$ cat config.mk
export PLATFORM = sky130hd
export DESIGN_NAME = uart_nco_baud_gen
export DESIGN_NICKNAME = d
export VERILOG_FILES = /design/src/rtl/uart_baud_pkg.sv /design/src/rtl/uart_nco_channel.sv /design/src/rtl/uart_nco_baud_gen.sv
export SDC_FILE = /design/constraint.sdc
export NUM_CORES = 1
export LEC_CHECK = 0
export ABC_AREA = 0
export CAP_MARGIN = 10
export CORE_MARGIN = 1.5
export CORE_UTILIZATION = 55
export CTS_CLUSTER_SIZE = 20
export DETAILED_ROUTE_END_ITERATION = 12
export GPL_ROUTABILITY_DRIVEN = 0
export PLACE_DENSITY = 0.74
export SLEW_MARGIN = 20
export SYNTH_ARGS = -nofsm -noshare
export SYNTH_HDL_FRONTEND = slang
export SYNTH_SLANG_ARGS = --single-unit
$ cat constraint.sdc
create_clock -name clk -period 8.45 [get_ports clk]
set_clock_uncertainty 0.1 [all_clocks]
set_input_delay 2.535 -clock clk [delete_from_list [all_inputs] [get_ports clk]]
set_output_delay 2.535 -clock clk [all_outputs]
set_load 0.005 [all_outputs]
$ cat src/rtl/uart_baud_pkg.sv
// Shared constants and helpers for the NCO baud generator.
// Increment = round(2^acc_w * 16 * baud / clk_freq); DEF_INC is the value for the stock 50 MHz / 115200 build.
package uart_baud_pkg;

   function automatic longint unsigned calc_inc(input longint unsigned clk_freq,
                                                input longint unsigned baud,
                                                input int unsigned     acc_w);
      longint unsigned num;
      num = (64'd1 << acc_w) * 64'd16 * baud;
      return (num + clk_freq / 64'd2) / clk_freq;
   endfunction

   localparam longint unsigned DEF_INC = calc_inc(64'd50_000_000, 64'd115_200, 16);

   function automatic int unsigned ch_width(input int unsigned n);
      return (n <= 1) ? 1 : $clog2(n);
   endfunction

endpackage

$ cat src/rtl/uart_nco_channel.sv
// One NCO channel: phase accumulator, live/pending increment and the 16x tick.
// UART_TICK_1X_EN adds a 4-bit sub-counter that produces a bit-rate tick_1x.
module uart_nco_channel
   import uart_baud_pkg::*;
#(
   parameter int                ACC_W   = 16,
   parameter logic [ACC_W-1:0]  RST_INC = ACC_W'(DEF_INC)
) (
   input  logic             clk,
   input  logic             reset,
   input  logic             en,
   input  logic             we,
   input  logic [ACC_W-1:0] wdata,
   output logic             upd_pend,
   output logic             tick_16x
`ifdef UART_TICK_1X_EN
   ,
   output logic             tick_1x
`endif
);

   logic [ACC_W-1:0] acc;
   logic [ACC_W-1:0] inc;
   logic [ACC_W-1:0] pending;
   logic [ACC_W:0]   sum;
   logic             carry;
   logic             apply_now;

   assign sum   = {1'b0, acc} + {1'b0, inc};
   assign carry = sum[ACC_W];

   // Safe points to swap the increment: the wrap edge, a stopped channel, or a zero
   // increment (which never wraps, so waiting for a carry would stall forever).
   assign apply_now = carry | ~en | (inc == '0);

   always_ff @(posedge clk) begin
      if (reset) begin
         acc      <= '0;
         inc      <= RST_INC;
         pending  <= RST_INC;
         upd_pend <= 1'b0;
         tick_16x <= 1'b0;
      end else begin
         if (en) begin
            acc      <= sum[ACC_W-1:0];
            tick_16x <= carry;
         end else begin
            acc      <= '0;
            tick_16x <= 1'b0;
         end

         if (we) pending <= wdata;

         if (apply_now) begin
            if (we)
               inc <= wdata;
            else if (upd_pend)
               inc <= pending;
            upd_pend <= 1'b0;
         end else if (we) begin
            upd_pend <= 1'b1;
         end
      end
   end

`ifdef UART_TICK_1X_EN
   logic [3:0] sub;

   always_ff @(posedge clk) begin
      if (reset || !en) begin
         sub     <= '0;
         tick_1x <= 1'b0;
      end else begin
         tick_1x <= carry && (sub == 4'hF);
         if (carry) sub <= sub + 4'd1;
      end
   end
`endif

endmodule

$ cat src/rtl/uart_nco_baud_gen.sv
// Multi-channel fractional baud generator: decodes cfg writes onto NUM_CH NCO channels.
// Optional feature macro: UART_TICK_1X_EN (adds the tick_1x port and per-channel sub-counters).
module uart_nco_baud_gen
   import uart_baud_pkg::*;
#(
   parameter  int NUM_CH       = 2,
   parameter  int ACC_W        = 16,
   parameter  int CLK_FREQ     = 50_000_000,
   parameter  int DEFAULT_BAUD = 115200,
   localparam int CH_W         = ch_width(NUM_CH)
) (
   input  logic              clk,
   input  logic              reset,
   input  logic [NUM_CH-1:0] ch_en,
   input  logic              cfg_we,
   input  logic [CH_W-1:0]   cfg_ch,
   input  logic [ACC_W-1:0]  cfg_inc,
   output logic [NUM_CH-1:0] upd_pend,
   output logic [NUM_CH-1:0] tick_16x
`ifdef UART_TICK_1X_EN
   ,
   output logic [NUM_CH-1:0] tick_1x
`endif
);

   localparam logic [ACC_W-1:0] RST_INC =
      ACC_W'(calc_inc(64'(CLK_FREQ), 64'(DEFAULT_BAUD), ACC_W));

   // Channel numbers at or above NUM_CH match no index, so such writes fall away.
   logic [NUM_CH-1:0] ch_we;

   always_comb begin
      ch_we = '0;
      for (int i = 0; i < NUM_CH; i++) begin
         if (cfg_we && (int'(cfg_ch) == i)) ch_we[i] = 1'b1;
      end
   end

   for (genvar g = 0; g < NUM_CH; g++) begin : g_ch
      uart_nco_channel #(
         .ACC_W   (ACC_W),
         .RST_INC (RST_INC)
      ) u_ch (
         .clk      (clk),
         .reset    (reset),
         .en       (ch_en[g]),
         .we       (ch_we[g]),
         .wdata    (cfg_inc),
         .upd_pend (upd_pend[g]),
         .tick_16x (tick_16x[g])
`ifdef UART_TICK_1X_EN
         ,
         .tick_1x  (tick_1x[g])
`endif
      );
   end

endmodule

=== Word level (Yosys, flattened, before mapping) ===
Cells that the tools add are included.

* Bits in registers: 100
* Input bits: 22

* $add $sub $neg: 2
* Muxes and demuxes: 6
* Bitwise gates (word level): 7
* Reductions and logical operators: 12

{| class="wikitable"
|+ Operators by type and width
! operator !! count
|-
| 2-to-1 mux 16 bit || 4
|-
| adder 16 x 16 -> 17 bit || 2
|-
| logical NOT 16 bit || 2
|-
| OR reduction 2 bit || 4
|-
| bitwise OR 1 bit || 4
|-
| AND reduction 2 bit || 2
|-
| nonzero test 2 bit || 2
|-
| inverter 1 bit || 3
|-
| logical AND 1 bit || 2
|-
| 2-to-1 mux 1 bit || 2
|}

=== Logic depth before layout (Yosys ltp) ===
Gate-level depths: netlist (run 1).

* Depth in word-level cells: 5
* Gate-level depth with buffers: 9
* Mapped depth without buffers: 8

=== Cells and area by module ===
Synthesis (run 1) repeated with hierarchy kept, for this count alone.

* Cell total of the unflattened synthesis: 555
* Area total of the unflattened synthesis: 5207.5 sq um

{| class="wikitable"
|+ Modules (own cells, without submodules)
! module !! times used !! cells an instance !! area each (sq um)
|-
| uart_nco_channel (g_ch[0].u_ch) || 1 || 301 || 2767.7
|-
| uart_nco_channel (g_ch[1].u_ch) || 1 || 252 || 2423.6
|-
| uart_nco_baud_gen || 1 || 2 || 16.3
|}

=== Least setup slack after synthesis (run 1) ===
Ideal clock, no wire load.

* Path kind: input port to flip-flop
* From: input cfg_we
* To: register g_ch[0].u_ch.inc[11]
* Arrival: 3.575 ns
* Data required time: 8.271 ns
* Slack: 4.696 ns
* Stages on the path: 6
* Buffers on the path: 2
* Path through: nor2b_1 > clkbuf_1 > clkbuf_1 > nand2_1 > and3b_1 > a22oi_1

* Cells in the longest elaborated chain, start to end: 4
* Elaborated cells on any way between the ends: 5
* Classes of those cells: mux: 2; reduce/logical: 3

{| class="wikitable"
|+ Ends and longest elaborated chain
! item !! line !! RTL
|-
| start, declared || uart_nco_baud_gen.sv:15 || <nowiki>input logic cfg_we,</nowiki>
|-
| logical AND 1 bit (*) || uart_nco_baud_gen.sv:35 || <nowiki>if (cfg_we && (int'(cfg_ch) == i)) ch_we[i] = 1'b1;</nowiki>
|-
| 2-to-1 mux 1 bit (*) || uart_nco_baud_gen.sv:35 ||
|-
| nonzero test 2 bit (no source line) || -- ||
|-
| AND reduction 2 bit (no source line) || -- ||
|-
| end signal, assigned || uart_nco_channel.sv:56 || <nowiki>inc <= wdata;</nowiki>
|-
| end signal, assigned || uart_nco_channel.sv:58 || <nowiki>inc <= pending;</nowiki>
|-
| end, declared || uart_nco_channel.sv:23 || <nowiki>logic [ACC_W-1:0] inc;</nowiki>
|}

Every way passes the cells marked *; elsewhere a longest branch is shown, timed or not.
A chain may end at the register's enable or synchronous reset.

==> metrics.yaml, run 1 <==
status: "finished, final reports clean"
drc_errors: 0
htreeDepth: 3
rows: 34
pwr-share-clk: 0.318
cts_tree: "yes"
diodes: 0
p_switching_mw: 0.265
synth_compound_area_frac: 0.187
design_area_sq_um: 5390
grt_pass1_vias: 3689
path_cells: "clkdlybuf4s50_1 -> buf_4 -> nand2b_1 -> o32ai_2 -> a22o_1"
comb_power_share: 0.142
routed_wl_mm: 10.5
cpPeakStageDelay_ns: 0.58
cts_setup_buffers: 0
ys.flop_type: "dfxtp_1"
wire_per_inst_um: 15.7
crit_fanout: 53
place_area_sq_um: 5200
path_class: "input pin to flip-flop"
peakVddDrop_uv: 100
period_share: 0.540
p_per_area_nw_per_um2: 172
worst_slew_pin_slew_ns: 0.984
cts-root-buf: "clkbuf_8"
critPathSlowestCell: "nand2b_1"
ys_ff_latch: 100
grt_busiest_layer: "met2"
synth-simple-area-share: 0.201
finish.utilization: 0.621
required_ns: 8.61
netSwitchingFraction: 0.285
syn_avg_cell_area_sq_um: 9.11
firstDrtPassIters: 4
die_h_um: 97.6
timing.fmax_mhz: 219
setup_viol: 0
synth_top_family_by_area: "simple AND/OR/NAND/NOR gates"
holdBufCountCts: 0
timing.final.hold_violations: 0
relSlewSlack: 0.344
holdCritPathClass: "flip-flop to flip-flop"
dp_hpwl_mm: 7.90
multi_input_area_sq_um: 2750
synthCells: 541
core-area_sq_um: 8680
synth-edff-count: 0
use_met1: 0.284
via_per_inst: 5.74
grt_max_degree: 54
yosys.area_share.adder: 0.0894
mostFrequentLayoutCells: "100 x dfxtp_1, 85 x nand2_1, 44 x a21oi_1"
initial_utilization: 0.568
port_buffers: 25
cp-end-kind: "flip-flop"
cts_buffer_depth: 2
p_leak_nw: 2.35
grt-ovfl-total: 0
ys_types: 58
vias: 3852
layout-drive-gt1-share: 0.0853
nNetsFinal: 614
cts_sinks: 100
synth-xor-area-share: 0.0320
grt_use_total: 0.230
ant_nets: 0
critPathArrivalTime_ns: 4.72
use_met2: 0.399
io_pins: 26
min_period_ns: 4.56
clkLatencyLatePin_ns: 0.37
syn_area_sq_um: 4930
startpoint_type: "input pin"
post_cts_resized: 0
synth_warnings: 0
syn-num-nets: 597
antenna_found_initial: 0
die_area_sq_um: 9530
drtIter0Drc: 158
synth_seq_area_share: 0.406
nFillCells: 777
cts_made_buffers: 9
die_w_um: 97.6
seqPwrFrac: 0.540
grt_pass1_wl_mm: 17.8
final_common_cell: "dfxtp_1"
syn_to_final_growth_pct: 9.45
synth_mux_area_frac: 0.0483
cts.clk_slew.worst_paths_ns: 0.09
finalPower_mw: 0.929
rsz0062_at_grt: "no"
drv_slew: 0
fin_tns_setup_ns: 0
async_reset_ff_frac: 0
internal_power_mw: 0.664
grt_use_met3: 0.0453
seqCellArea_sq_um: 2000
max_cap_violations: 0
-- per-layer routing --
metal	wire [um]	vias to the layer above	part of all wire
met2	5110	76	0.49
met1	4820	1803	0.46
met4	235	0	0.022
li1	-	1958	-
met5	0	-	0
met3	361	15	0.034
-- cell usage after synthesis (7+ instances only) --
cell type	n	area, sq um
a211oi_1	9	67.6
a21o_1	12	90.1
a21oi_1	44	220
a22o_1	11	96.3
clkbuf_1	12	45.0
dfxtp_1	100	2000
ha_1	32	400
inv_1	13	48.8
mux2_4	10	150
nand2_1	85	319
nor2_1	35	131
nor2b_1	12	75.1
nor3_1	8	40.0
nor4_1	10	62.6
o21a_1	7	52.6
o21ai_0	16	80.1
or2_2	7	43.8
xnor2_1	8	70.1
xor2_1	10	87.6
-- state kept, by name (all words and copies together), names as in the netlist --
name / cells
g_ch.u_ch.acc: 32
g_ch.u_ch.pending: 32
g_ch.u_ch.inc: 32
g_ch.u_ch.upd_pend: 2
g_ch.u_ch.tick_16x: 2
-- cell type report --
| cell class | instances | share of cell area |
|---|---|---|
| Multi-Input combinational cell | 407 | 0.510 |
| Sequential cell | 100 | 0.371 |
| Timing Repair Buffer | 27 | 0.0492 |
| Inverter | 13 | 0.00905 |
| Clock inverter | 7 | 0.0125 |
| Tap cell | 108 | 0.0251 |
| Clock buffer | 9 | 0.0230 |
-- cells by family after synthesis --
family / after synthesis
compound gates: 134
flops: 100
mux: 18
fa+ha+maj: 34
buf+inv: 34
simple gates: 203
xor+xnor: 18
-- through the flow --
stage / hold WS [ns] / instances / worst slack, ns
detailed placement: 0.358 / 655 / 3.54
floorplan: 0.332 / 541 / 4.70
global placement: 0.350 / 655 / 3.58
CTS: 0.373 / 671 / 3.93
finish: 0.373 / 671 / 3.89
global route: 0.399 / 671 / 3.74
-- worst paths after layout --
path / startpoint / cells after the start / endpoint / slack [ns]
worst max-delay path: reset / 5 / g_ch[0].u_ch.inc[12] / 3.89
worst min-delay path: g_ch[0].u_ch.pending[12] / 2 / g_ch[0].u_ch.pending[12] / 0.37
worst max register to register: g_ch[1].u_ch.inc[0] / 8 / g_ch[1].u_ch.inc[0] / 5.13
worst min register to register: g_ch[0].u_ch.pending[12] / 2 / g_ch[0].u_ch.pending[12] / 0.37
-- power groups by stage --
stage	clock network [mW]	logic, mW	registers (mW)
final	0.296	0.132	0.502
after global routing	0.323	0.148	0.504
after floorplan	0	0.100	0.508
after CTS	0.301	0.131	0.502
after global placement	0	0.127	0.512
after detailed placement	0	0.131	0.513
-- worst max-delay path: cells and delay by family --
kind                   cells  cell delay (ns)
AO/OA/AOI/OAI              2             0.72
buffers and inverters      2             0.85
AND/OR/NAND/NOR            1             0.58
Note: power is estimated with default switching activity, not from simulation.
==> run 2, diff against run 1 <==
--- a/config.mk
+++ b/config.mk
@@ -8,11 +8,11 @@
 export ABC_AREA = 0
 export CAP_MARGIN = 10
 export CORE_MARGIN = 1.5
-export CORE_UTILIZATION = 55
+export CORE_UTILIZATION = 54
 export CTS_CLUSTER_SIZE = 20
 export DETAILED_ROUTE_END_ITERATION = 12
 export GPL_ROUTABILITY_DRIVEN = 0
-export PLACE_DENSITY = 0.74
+export PLACE_DENSITY = 0.76
 export SLEW_MARGIN = 20
 export SYNTH_ARGS = -nofsm -noshare
 export SYNTH_HDL_FRONTEND = slang
==> constraint.sdc (replaced) <==
create_clock -name clk -period 4.1 [get_ports clk]
set_clock_uncertainty 0.1 [all_clocks]
set_input_delay 1.23 -clock clk [delete_from_list [all_inputs] [get_ports clk]]
set_output_delay 1.23 -clock clk [all_outputs]
set_load 0.005 [all_outputs]
==> run 2 against run 1 <==
Against the previous run:
- critical path type is now flip-flop to flip-flop
- combinational power grew 110%
- global-route usage is essentially flat
- sequential share of layout area shrank 0.21 points
- non-clock buffer count grew 4
- first-iteration DRC count shrank 3.8%
- worst hold slack is essentially flat
- critical endpoint is now g_ch[1].u_ch.inc[3]
- via count shrank 0.99%
- cell area grew 0.56%
- clock power grew 110%
- setup slack lost 2.8 ns
- largest cell class unchanged
==> metrics.yaml, run 2 (synthesized netlist as in run 1, its figures left out) <==
status: "finished, final reports clean"
core-area_sq_um: 8760  # +0.98%
whs_ns: 0.373  # -0.0000510 ns
min_period_ns: 3.05
drtIter0Drc: 152  # -3.8%
rsz0062_at_grt: "no"
mostFrequentLayoutCells: "100 x dfxtp_1, 85 x nand2_1, 44 x a21oi_1"
setup_viol: 0  # unchanged
p_leak_nw: 2.36  # +0.82%
cts_made_buffers: 9  # unchanged
antenna_found_initial: 0  # unchanged
grt_pass1_wl_mm: 18.1  # +1.7%
hold_depth: 2  # unchanged
nNetsFinal: 618  # +0.65%
diodes: 0  # unchanged
cts_setup_buffers: 0  # unchanged
grt-ovfl-total: 0  # unchanged
nFillCells: 751  # -3.3%
multi_input_area_sq_um: 2750  # unchanged
critPathArrivalTime_ns: 3.22  # -1.50 ns
use_met2: 0.404  # +0.00507
grt_max_degree: 52  # -3.7%
port_buffers: 25  # unchanged
design_area_sq_um: 5420  # +0.56%
dp_slack_ns: 1.05  # -2.49 ns
routed_wl_mm: 10.4  # -0.93%
drc_errors: 0  # unchanged
holdCritPathClass: "flip-flop to flip-flop"
largestRegisters: "g_ch.u_ch.acc x32, g_ch.u_ch.inc x32, g_ch.u_ch.pending x32"
path_class: "flip-flop to flip-flop"
final_common_cell: "dfxtp_1"
die_w_um: 98.5  # +0.90%
relSlewSlack: 0.611  # +0.267
clkLatencyLatePin_ns: 0.37  # about the same
holdBufCountCts: 0  # unchanged
die_area_sq_um: 9700  # +1.8%
period_share: 0.744
p_per_area_nw_per_um2: 355  # +110%
peakVddDrop_uv: 169  # +69%
timing.final.hold_violations: 0  # unchanged
grt_use_met3: 0.0433  # -0.00206
startpoint_type: "flip-flop"
seqCellArea_sq_um: 2000  # unchanged
grt_use_total: 0.230  # +0.000431
layout-drive-gt1-share: 0.0917  # +0.00645
required_ns: 4.27  # -4.34 ns
cts_tree: "yes"
finish.utilization: 0.619  # -0.00260
reg2regPathDepth: 9  # +1
dp_hpwl_mm: 7.92  # +0.27%
firstDrtPassIters: 4  # unchanged
grt_pass1_vias: 3816  # +3.4%
ant_nets: 0  # unchanged
crit_fanout: 16  # -70%
cp-end-kind: "flip-flop"
syn_to_final_growth_pct: 10.1
via_per_inst: 5.65  # -1.6%
max_cap_violations: 0  # unchanged
cts_buffer_depth: 2  # unchanged
worst_slew_pin_slew_ns: 0.582  # -0.402 ns
use_met1: 0.284  # about the same
timing.fmax_mhz: 328
htreeDepth: 3  # unchanged
vias: 3814  # -0.99%
fin_tns_setup_ns: 0  # unchanged
cts_sinks: 100  # unchanged
wire_per_inst_um: 15.4  # -1.5%
grt_busiest_layer: "met2"
rows: 34  # unchanged
cts.clk_slew.worst_paths_ns: 0.11  # +0.02 ns
place_area_sq_um: 5230  # +0.58%
io_pins: 26  # unchanged
final.setup.worst_slack_ns: 1.05  # -2.84 ns
die_h_um: 98.5  # +0.90%
post_cts_resized: 0  # unchanged
cts-root-buf: "clkbuf_8"
initial_utilization: 0.562  # -0.00551
drv_slew: 0  # unchanged
run 2: cell types whose count changed in the layout (fill, tap and decap cells not counted):
cell and change:
inv_6 +1, clkinv_4 -1, buf_4 +4
run 2: path summary, 6_finish.rpt:
| path | start | to | slack, ns |
|---|---|---|---|
| worst max register to register | g_ch[1].u_ch.inc[0] | g_ch[1].u_ch.inc[3] | 1.05 |
| worst min register to register | g_ch[1].u_ch.pending[2] | g_ch[1].u_ch.pending[2] | 0.37 |
| worst max-delay path | g_ch[1].u_ch.inc[0] | g_ch[1].u_ch.inc[3] | 1.05 |
| worst min-delay path | g_ch[1].u_ch.pending[2] | g_ch[1].u_ch.pending[2] | 0.37 |
run 2: power breakdown:
| part | internal (mW) | switching (mW) |
|---|---|---|
| Clock | 0.238 | 0.380 |
| Sequential | 1.01 | 0.0207 |
| Combinational | 0.122 | 0.153 |
run 2: area by class of cell:
| class | instances | area share |
|---|---|---|
| multi-input combinational | 407 | 0.507 |
| tap | 108 | 0.0249 |
| inverter | 13 | 0.00900 |
| sequential | 100 | 0.369 |
| clock inverter | 7 | 0.0125 |
| clock buffer | 9 | 0.0228 |
| timing repair buffer | 31 | 0.0545 |
run 2: through the flow:
| step | power, mW | std cells |
|---|---|---|
| final | 1.93 | 675 |
| after global routing | 2.01 | 675 |
| after CTS | 1.93 | 675 |
| after detailed placement | 1.33 | 659 |
| after global placement | 1.32 | 659 |
| after floorplan | 1.25 | 541 |
run 2: layer usage:
layer	wire length (um)	part of all wire
met1	4800	0.46
met2	5160	0.49
met3	295	0.028
met5	0	0
met4	171	0.016
run 2: critical path, stage by stage (launching register included):
cell and delay (ns):
dfxtp_1 0.36, ha_1 0.25, fa_1 0.49, a211oi_2 0.34, nor4_1 0.11, nor2_1 0.26, a21oi_2 0.14, o32ai_4 0.20
buf_4 0.31, mux2_2 0.37
==> run 3, diff against run 2 <==
==> constraint.sdc (replaced) <==
create_clock -name clk -period 2.5 [get_ports clk]
set_clock_uncertainty 0.1 [all_clocks]
set_input_delay 0.75 -clock clk [delete_from_list [all_inputs] [get_ports clk]]
set_output_delay 0.75 -clock clk [all_outputs]
set_load 0.005 [all_outputs]
==> run 3 against run 2 <==
Against the previous run:
- the flow now finishes with violations (negative setup slack)
- routed wire length up 9.8%
- first-iteration DRC count up 47%
- clock power up 63%
- register-to-register slack worse by 1.1 ns
- critical path depth unchanged
- utilization up 3.2 points
- critical path type unchanged
- final cell count up 3.4%
- worst hold slack better by 0.0020 ns
- clock-buffer cell count unchanged
- global-route usage up 1.1 points
- via count up 6.2%
==> metrics.yaml, run 3 (synthesized netlist as in run 1, its figures left out) <==
status: "complete, but fails checks"
violations: "negative setup slack"
initial_utilization: 0.562  # unchanged
die_area_sq_um: 9700  # unchanged
cts.clk_slew.worst_paths_ns: 0.11  # about the same
routed_wl_mm: 11.5  # +9.8%
relSlewSlack: 0.625  # +0.0136
grt_pass1_wl_mm: 18.9  # +4.9%
timing.final.hold_violations: 0  # unchanged
port_buffers: 25  # unchanged
cts-root-buf: "clkbuf_8"
layout-drive-gt1-share: 0.142  # +0.0507
dp_slack_ns: -0.0333  # -1.08 ns
worst_slew_pin_slew_ns: 0.561  # -0.0203 ns
path_class: "flip-flop to flip-flop"
drtIter0Drc: 224  # +47%
period_share: 1.02  # +0.279
wl_met1_mm: 4.99  # +3.9%
rsz0062_at_grt: "yes"
route.met2.wl_mm: 5.69  # +10%
final_common_cell: "dfxtp_1"
vias: 4050  # +6.2%
cts_sinks: 100  # unchanged
syn_to_final_growth_pct: 15.8
final.setup.worst_slack_ns: -0.0581  # -1.11 ns
cts_buffer_depth: 2  # unchanged
nFillCells: 716  # -4.7%
diodes: 0  # unchanged
multi_input_area_sq_um: 2830  # +2.9%
antenna_found_initial: 0  # unchanged
required_ns: 2.67  # -1.60 ns
die_h_um: 98.5  # unchanged
p_per_area_nw_per_um2: 562  # +58%
clkLatencyLatePin_ns: 0.37  # about the same
cts_tree: "yes"
drc_errors: 0  # unchanged
min_period_ns: 2.56  # -0.494 ns
grt-ovfl-total: 0  # unchanged
grt_use_total: 0.241  # +0.0109
timing.fmax_mhz: 391  # +19%
mostFrequentLayoutCells: "98 x dfxtp_1, 85 x nand2_1, 44 x a21oi_1"
core-area_sq_um: 8760  # unchanged
largestRegisters: "g_ch.u_ch.acc x32, g_ch.u_ch.inc x32, g_ch.u_ch.pending x32"
cp-end-kind: "flip-flop"
crit_fanout: 16  # unchanged
setup_viol: 16  # +16
critPathArrivalTime_ns: 2.73  # -0.49 ns
peakVddDrop_uv: 474  # +180%
rows: 34  # unchanged
ant_nets: 0  # unchanged
die_w_um: 98.5  # unchanged
dr_wl_met3_um: 500  # +69%
dp_hpwl_mm: 8.30  # +4.8%
dr.max_layer_used: "met4"
htreeDepth: 3  # unchanged
wire_per_inst_um: 16.4  # +6.2%
nNetsFinal: 641  # +3.7%
whs_ns: 0.375  # +0.00196 ns
via_per_inst: 5.80  # +2.7%
cts_made_buffers: 9  # unchanged
p_leak_nw: 2.49  # +5.2%
firstDrtPassIters: 5  # +1
drv_slew: 0  # unchanged
max_cap_violations: 0  # unchanged
io_pins: 26  # unchanged
seqCellArea_sq_um: 2000  # +0.12%
grt_pass1_vias: 3941  # +3.3%
grt_max_degree: 36  # -31%
holdCritPathClass: "flip-flop to flip-flop"
startpoint_type: "flip-flop"
==> run 3: changes by cell type in the layout (fill, tap and decap cells not counted), moves of 2 or more <==
cell,before,now
ha_1,32,30
buf_12,0,3
dfxtp_1,100,98
mux2_2,6,4
dfxtp_2,0,2
buf_4,6,24
mux2_4,10,12
fa_1,2,0
clkinvlp_4,0,2
fa_2,0,2
==> run 3: final timing paths <==
check                            from                  endpoint  slack (ns)  cells past startpoint
min          g_ch[1].u_ch.pending[14]  g_ch[1].u_ch.pending[14]        0.37                      2
min reg2reg  g_ch[1].u_ch.pending[14]  g_ch[1].u_ch.pending[14]        0.37                      2
max               g_ch[1].u_ch.inc[0]       g_ch[1].u_ch.inc[1]       -0.06                      9
max reg2reg       g_ch[1].u_ch.inc[0]       g_ch[1].u_ch.inc[1]       -0.06                      9
==> run 3: through the flow <==
| stage | TNS [ns] | area (sq um) | utilization | power [mW] | instances |
|---|---|---|---|---|---|
| after floorplan | -0.125 | 4940 | - | 2.06 | 541 |
| after global placement | -0.00973 | 5440 | 0.620 | 2.19 | 679 |
| after detailed placement | -0.197 | 5440 | 0.620 | 2.21 | 679 |
| after CTS | -0.000992 | 5630 | 0.642 | 3.20 | 695 |
| after global routing | -1.99 | 5710 | 0.651 | 3.35 | 698 |
| final | -0.456 | 5710 | 0.651 | 3.21 | 698 |
==> run 3: power by group <==
group          internal [mW]  leakage [nW]  total (mW)  switching (mW)
Clock                  0.387        0.0907        1.01           0.620
Combinational          0.230          1.58       0.503           0.273
Sequential              1.66         0.816        1.70          0.0345
==> run 3: cell type report <==
class	instances	share of cell area
multi-input combinational	408	0.496
inverter	13	0.00855
timing repair buffer	53	0.0879
clock buffer	9	0.0217
sequential	100	0.351
tap	108	0.0237
clock inverter	7	0.0112
==> run 3: critical path: stages (launching register included) <==
cell	delay [ns]
dfxtp_2	0.35
ha_4	0.16
fa_2	0.37
a211oi_4	0.27
nor4_2	0.06
nor2_1	0.20
a21oi_2	0.10
o32ai_4	0.29
buf_12	0.21
mux2_2	0.35
==> run 3: timing repair <==
| action | in CTS | in global routing |
|---|---|---|
| gates cloned | 0 | 2 |
| hold buffers | 0 | 0 |
| pin swaps | 0 | 6 |
| buffers inserted | 0 | 1 |
| gates resized for setup | 1 | 13 |
| endpoints found under the setup margin | 12 | 33 |
==> run 3: metal layers <==
layer / track usage / vias up
li1: - / 2021
met1: 0.302 / 1910
met2: 0.415 / 99
met3: 0.0489 / 20
met4: 0.0802 / 0
met5: 0 / -
